$ cat src/rtl/sprite_engine.sv
// sprite_engine: monochrome sprite hit generator for the 640x480 pixel path (2-cycle latency).
// Optional macro SPRITE_MIRROR_EN adds mirror_x_i, a frame-latched horizontal flip.
module sprite_engine #(
    parameter int SPR_W        = 16,
    parameter int SPR_H        = 19,
    parameter int SCALE_LOG2   = 0,
    parameter int BLINK_FRAMES = 30,
    parameter int X0           = 312,
    parameter int Y0           = 194
) (
    input  logic             clk,
    input  logic             rst_n,
    input  logic [9:0]       x_i,
    input  logic [9:0]       y_i,
    input  logic             frame_tick_i,
    input  logic             pos_we_i,
    input  logic [9:0]       pos_x_i,
    input  logic [9:0]       pos_y_i,
    input  logic             bm_we_i,
    input  logic [4:0]       bm_row_i,
    input  logic [SPR_W-1:0] bm_data_i,
    input  logic             blink_en_i,
`ifdef SPRITE_MIRROR_EN
    input  logic             mirror_x_i,
`endif
    output logic             pixel_on_o
);
    localparam int CW = (SPR_W > 1) ? $clog2(SPR_W) : 1;
    localparam int RW = (SPR_H > 1) ? $clog2(SPR_H) : 1;
    localparam int BW = (BLINK_FRAMES > 1) ? $clog2(BLINK_FRAMES) : 1;
    localparam logic [10:0] SPAN_X = 11'(SPR_W << SCALE_LOG2);
    localparam logic [10:0] SPAN_Y = 11'(SPR_H << SCALE_LOG2);

    logic [9:0]       act_x_q, act_x_d, act_y_q, act_y_d;
    logic [9:0]       pend_x_q, pend_x_d, pend_y_q, pend_y_d;
    logic [BW-1:0]    cnt_q, cnt_d;
    logic             vis_q, vis_d;
    logic             mir_q, mir_d;
    logic             in_q, in_d;
    logic [CW-1:0]    col_q, col_d;
    logic [RW-1:0]    row_q, row_d;
    logic             pix_q, pix_d;
    logic [SPR_W-1:0] bm_q [SPR_H];
    logic [10:0]      dx, dy;
    logic [CW-1:0]    bit_sel;
    logic             bm_wr;

    assign pixel_on_o = pix_q;

    // A tick copies the post-write pending value, so a same-cycle pos_we lands directly.
    always_comb begin
        pend_x_d = pend_x_q;
        pend_y_d = pend_y_q;
        act_x_d  = act_x_q;
        act_y_d  = act_y_q;
        if (pos_we_i) begin
            pend_x_d = pos_x_i;
            pend_y_d = pos_y_i;
        end
        if (frame_tick_i) begin
            act_x_d = pend_x_d;
            act_y_d = pend_y_d;
        end
    end

`ifdef SPRITE_MIRROR_EN
    assign mir_d = frame_tick_i ? mirror_x_i : mir_q;
`else
    assign mir_d = 1'b0;
`endif

    always_comb begin
        cnt_d = cnt_q;
        vis_d = vis_q;
        if (!blink_en_i) begin
            cnt_d = '0;
            vis_d = 1'b1;
        end else if (frame_tick_i) begin
            if (cnt_q == BW'(BLINK_FRAMES - 1)) begin
                cnt_d = '0;
                vis_d = ~vis_q;
            end else begin
                cnt_d = cnt_q + 1'b1;
            end
        end
    end

    // Offsets are 11-bit two's complement; bit 10 set means the scan is left of / above the sprite.
    assign dx = {1'b0, x_i} - {1'b0, act_x_q};
    assign dy = {1'b0, y_i} - {1'b0, act_y_q};

    always_comb begin
        in_d    = (x_i < 10'd640) && (y_i < 10'd480) &&
                  !dx[10] && (dx < SPAN_X) && !dy[10] && (dy < SPAN_Y);
        col_d   = CW'(dx >> SCALE_LOG2);
        row_d   = RW'(dy >> SCALE_LOG2);
        bit_sel = mir_q ? col_q : CW'(SPR_W - 1) - col_q;
        pix_d   = in_q & bm_q[row_q][bit_sel] & vis_q;
        bm_wr   = bm_we_i && ({1'b0, bm_row_i} < 6'(SPR_H));
    end

    always_ff @(posedge clk or negedge rst_n) begin
        if (!rst_n) begin
            act_x_q  <= 10'(X0);
            act_y_q  <= 10'(Y0);
            pend_x_q <= 10'(X0);
            pend_y_q <= 10'(Y0);
            cnt_q    <= '0;
            vis_q    <= 1'b1;
            mir_q    <= 1'b0;
            in_q     <= 1'b0;
            col_q    <= '0;
            row_q    <= '0;
            pix_q    <= 1'b0;
            for (int i = 0; i < SPR_H; i++) bm_q[i] <= '0;
        end else begin
            act_x_q  <= act_x_d;
            act_y_q  <= act_y_d;
            pend_x_q <= pend_x_d;
            pend_y_q <= pend_y_d;
            cnt_q    <= cnt_d;
            vis_q    <= vis_d;
            mir_q    <= mir_d;
            in_q     <= in_d;
            col_q    <= col_d;
            row_q    <= row_d;
            pix_q    <= pix_d;
            if (bm_wr) bm_q[RW'(bm_row_i)] <= bm_data_i;
        end
    end
endmodule
$ cat config.mk
export PLATFORM = sky130hd
export DESIGN_NAME = sprite_engine
export DESIGN_NICKNAME = d
export VERILOG_FILES = /design/src/rtl/sprite_engine.sv
export SDC_FILE = /design/constraint.sdc
export NUM_CORES = 1
export LEC_CHECK = 0
export CORE_MARGIN = 8
export CORE_UTILIZATION = 60
export DETAILED_ROUTE_END_ITERATION = 12
export PLACE_DENSITY = 0.79
export SYNTH_ARGS = -nofsm -noshare
export SYNTH_HDL_FRONTEND = slang
export SYNTH_SLANG_ARGS = --single-unit
$ cat constraint.sdc
create_clock -name clk -period 3.22 [get_ports clk]
set_clock_uncertainty 0.05 [all_clocks]
set_input_delay 0.966 -clock clk [delete_from_list [all_inputs] [get_ports clk]]
set_output_delay 0.966 -clock clk [all_outputs]
set_load 0.02 [all_outputs]
; ---- Yosys cells after proc, flatten, opt, wreduce, memory -nomap -nowiden
; Index checks and enable logic that the tools add are counted.
[classes]
addsub = 4
n_lt_le_gt_ge = 9
n_reduce_logical = 10
mux = 16
bitwise_logic = 5
eq_ne = 3
[ops]
columns = op, count
row1 = $bwmux 304, 1
row2 = $bmux 16 s5, 1
row3 = $demux 16 s5, 1
row4 = $mux 16, 3
row5 = $lt 11x5->1 const B, 2
row6 = $sub 10x10->11, 2
row7 = $mux 10, 2
row8 = $mux 5, 3
row9 = $ge 6x6->1 const B, 2
row10 = $not 5->6, 2
row11 = $lt 10x10->1 const B, 1
row12 = $lt 10x9->1 const B, 1
row13 = $logic_and 1x1->1, 7
row14 = $lt 6x1->1 const B, 1
row15 = $add 5x1->5 const B, 1
row16 = $eq 5x5->1 const B, 1
row17 = $lt 4x5->1 const B, 1
row18 = $lt 5x5->1 const B, 1
row19 = $bmux 1 s4, 1
row20 = $mux 1, 4
row21 = $sub 4x4->4 const A, 1
row22 = $and 1x1->1, 2
row23 = $logic_not 1->1, 2
row24 = $ne 2x1->1 const B, 1
row25 = other kinds (3), 3
[totals]
output_inout_bits = 1
word_cells = 76
register_bits = 361
inputBits = 67

; ---- Depth between registers and ports, before layout
[depth]
word_depth = 8
mapped_depth = 12
mapped_depth_nobuf = 11

; ---- Least setup slack after synthesis
; OpenSTA, ideal clock, no wires.
[synth_path]
path_kind = input -> register
startpoint = in bm_row_i[3]
endpoint = reg bm_q[117] (netlist name)
n_path_buf = 3
arrival_time_ns = 2.701
setup_slack_ns = 0.345
stages = 7
required_time_ns = 3.045
cell_sequence = clkbuf_1 nor2b_1 clkbuf_1 nand3_1 nor2_1 clkbuf_1 mux2_2
[synth_via]
elab_chain_cells = 6
elab_cells_between_ends = 9
cone_classes = order compare (3) / mux (3) / bitwise (1) / reduce/logical (2)
[synth_lines]
columns = item, line_no
row1 = "start, declared", 20  ; input logic [4:0] bm_row_i,
row2 = $not 5->6 (implied by the code), 128  ; if (bm_wr) bm_q[RW'(bm_row_i)] <= bm_data_i;
row3 = $ge 6x6->1 (implied by the code) or $lt 6x1->1 (tied branches), 128
row4 = $logic_and 1x1->1 (implied by the code), 128
row5 = $mux 16 (implied by the code), 128
row6 = $demux 16 s5, 128
row7 = $bwmux 304, 128
row8 = "end signal, assigned by index", 128
row9 = "end, declared", 43  ; logic [SPR_W-1:0] bm_q [SPR_H];
; Parallel ways exist; a longest one is shown, timed or not.
; A chain may end at the register's enable or synchronous reset.

; ---- Worst setup path after layout
[layout_path]
startpoint = reg row_q[0]
endpoint = reg pix_q (netlist: pixel_on_o)
[layout_via]
elab_chain_cells = 8
[layout_lines]
columns = item, line_no
row1 = "start, declared", 41  ; logic [RW-1:0] row_q, row_d;
row2 = "start signal, assigned", 126  ; row_q <= row_d;
row3 = $not 5->6 (implied by the code), 98  ; pix_d = in_q & bm_q[row_q][bit_sel] & vis_q;
row4 = $bmux 16 s5, 98
row5 = $mux 16 (implied by the code) (2 in a row), 98
row6 = $bmux 1 s4, 98
row7 = $mux 1 (implied by the code), 98
row8 = $and 1x1->1 (2 in a row), 98
row9 = via pix_d, 42  ; logic pix_q, pix_d;
row10 = "end signal, assigned", 127  ; pix_q <= pix_d;
row11 = "end, declared", 42
; The timed path passes the listed nets, and every way through them passes these cells. The select of a mux whose other input is x is not followed.

==> metrics.txt <==
status=finished clean; Max IR drop VDD=517 uV; CP startpoint=row_q[0]$_DFF_PN0_; Seq/Total Area, Yosys=52.9%; total power=0.0132 W; Clock Pin Slew Worst Setup and Hold Paths=0.06 ns; Ports=68; Slowest cell on crit path=dfrtp_4; Syn Std Cell Area=17100 um^2; P&R area growth vs syn=14.6%; worst r2r path cells=8; DRC=0; Crit Reg-Reg Endpoint=pixel_on_o$_DFF_PN0_; post-CTS sizing=0; initial antenna violation count=0; Worst Setup End Kind=register; final worst path period share=88.7%; leak pwr=8.85 nW; Crit path arrival time=3.18 ns; crit path time final=2.86 ns; Final ANT Viol Nets=0; crit-path max FO=20; antenna cells=0; ys flop type=dfrtp_1; Ys Warns=0; Reg-to-Reg Start=row_q[0]$_DFF_PN0_; vias in the first global route=11441; clk_lat worst skew=0.53 ns; Syn Area/Cell=14.2 um^2; post-route setup slack=0.363 ns; slowest stage delay, CP=0.64 ns; Yosys top cell by area=dfrtp_1; Fin Hold WS=0.352 ns; Setup crit end=pixel_on_o$_DFF_PN0_; Seq pwr share=44.8%; Clk network pwr share=33.3%; Die Height=185 um; post-synthesis cell count=1207; ranking of synthesized cells by area=dfrtp_1 (51%), mux2_2 (21%), mux4_2 (6.2%); final wirelength=37300 um; residual overflow from global routing=0; register bit total from synthesis=361; total CTS buffers=38; Int Power=0.00968 W; most frequent cells in the layout=dfrtp_1 (343), mux2_2 (326), clkdlybuf4s50_1 (66); share of cells above drive strength 1=39.2%; GRT Total Usage=22.7%; wire per inst=22.1 um; CTS max path bufs=3; most common cell after layout, fill and taps aside=dfrtp_1; Hold Path Class=in -> async; fin. max-slew vios=0; Setup CP Type=reg -> reg; dpl ws=-0.144 ns; CP Cell Sequence=buf_12 -> or3_4 -> o211ai_1 -> o311ai_0 -> o31ai_1 -> a21o_2 -> a31oi_1 -> o41ai_2; largest net degree at the start of global routing=73; fin area=19600 um^2; CTS Sinks=361; post-DP HPWL=24300 um; Slew Limit Headroom=45.2%; clk root buf=clkbuf_16; pwr dens=674 nW/um^2; post-synth top area share=50.6%; Worst Path Required=3.55 ns; starting density of the core=60.2%; drt first pass iters=5; Placed Instance Area=18300 um^2; Final Hold Vio Count=0; Comb pwr share=21.9%; P_sw=0.00354 W; Post-synth EDFFs=0; TritonCTS clock tree=done; DR iter-0 viols=625; Post-CTS Setup Inserts=0; critical path startpoint category=register; RSZ-0062 raised after global routing=no; ys async rst share=100%; layout net count=1370; first-pass GRT wire length=61100 um; Least-Margin Pin Slew=0.820 ns; # rows=62; syn_nets=1298; Placeable Area=28400 um^2; PortBufs=67; hold buffer count at cts=0; H-tree depth=2; Fmax achieved=0.350 GHz; vias per inst=6.14; Setup-failing EPs final=0; count of cell types in the netlist=65; slack of the worst reg-to-reg path=0.36 ns; Die Wd=185 um; Fin Setup TNS=0 ns; Max-Cap Viols=0; Placer Congestion=0.845; DIE AREA=34200 um^2; switching share of power=26.8%; Vias=10382
==> critical path: cells and delay by family (launching register included) <==
kind | cells | cell delay (ns)
flops | 1 | 0.64
compound gates | 6 | 1.36
simple gates | 1 | 0.42
buf+inv | 1 | 0.24
==> per-layer routing <==
metal	global-route usage (%)	wire length (um)
met5	0	0
met4	8.80	1180
met1	28.9	15600
met2	38.5	18700
met3	3.96	1800
==> synthesized netlist by cell type (4+ instances only) <==
cell type  number
mux2_2        326
nor2b_1         9
inv_1          40
buf_1          12
nor4_1          7
nand2_1        65
a211oi_1        4
clkbuf_1       48
a21o_1          4
mux4_1         23
buf_6           6
buf_2          11
ha_1           22
o22ai_1         5
nand2b_1        7
nor3_1          7
nor2_1         22
a22oi_1         4
o21ai_0        39
dfstp_2        15
nand3_1        16
a21oi_1        22
dfrtp_1       346
mux4_2         47
o211ai_1        4
o31ai_1         4
mux2i_1        20
xnor2_1         9
a31oi_1         8
==> cell type report <==
cell class,instances,area (um^2)
Tap cell,384,480
Clock inverter,6,55.1
Clock buffer,62,1210
Inverter,40,150
Sequential cell,361,9060
Fill cell,1920,8790
Timing Repair Buffer,118,1200
Multi-Input combinational cell,720,7450
==> power by group through the flow <==
stage	Clock (W)	Sequential, W	Combinational, W
detailed placement	0	0.00598	0.00289
global placement	0	0.00593	0.00280
CTS	0.00446	0.00592	0.00292
finish	0.00440	0.00592	0.00290
floorplan	0	0.00572	0.00225
global route	0.00464	0.00603	0.00314
==> worst min-delay path by stage <==
stage,from,to,slack (ns),depth (start not counted)
after floorplan,row_q[3]$_DFF_PN0_,pixel_on_o$_DFF_PN0_,0.39,1
after CTS,rst_n,bm_q[291]$_DFFE_PN0P_,0.38,1
after global routing,rst_n,bm_q[291]$_DFFE_PN0P_,0.41,1
final,rst_n,bm_q[291]$_DFFE_PN0P_,0.35,1
after detailed placement,bm_q[159]$_DFFE_PN0P_,bm_q[159]$_DFFE_PN0P_,0.44,1
after global placement,bm_q[137]$_DFFE_PN0P_,bm_q[137]$_DFFE_PN0P_,0.43,1
==> metrics by stage <==
| stage | util, % | cells |
|---|---|---|
| after floorplan | - | 1207 |
| after global placement | 64.6 | 1623 |
| after detailed placement | 64.6 | 1623 |
| after CTS | 69.1 | 1691 |
| after global routing | 69.1 | 1691 |
| final | 69.1 | 1691 |
==> sequential cells by signal, summed over array words and instances (netlist names), 4 cells and up <==
register	flops
row_q	5
bm_q	304
pend_y_q	10
act_x_q	10
pend_x_q	10
col_q	4
act_y_q	10
cnt_q	5
==> kinds of logic (layout without fill, tap and decap cells) <==
| kind of cell | Yosys count | count (layout) | share of synthesized area, % |
|---|---|---|---|
| mux | 417 | 417 | 32.5 |
| buf+inv | 126 | 226 | 3.60 |
| fa+ha+maj | 24 | 24 | 1.84 |
| simple gates | 154 | 154 | 4.40 |
| xor+xnor | 12 | 12 | 0.615 |
| compound gates | 113 | 113 | 4.10 |
| flops | 361 | 361 | 52.9 |
(Power assumes the default switching activity.)
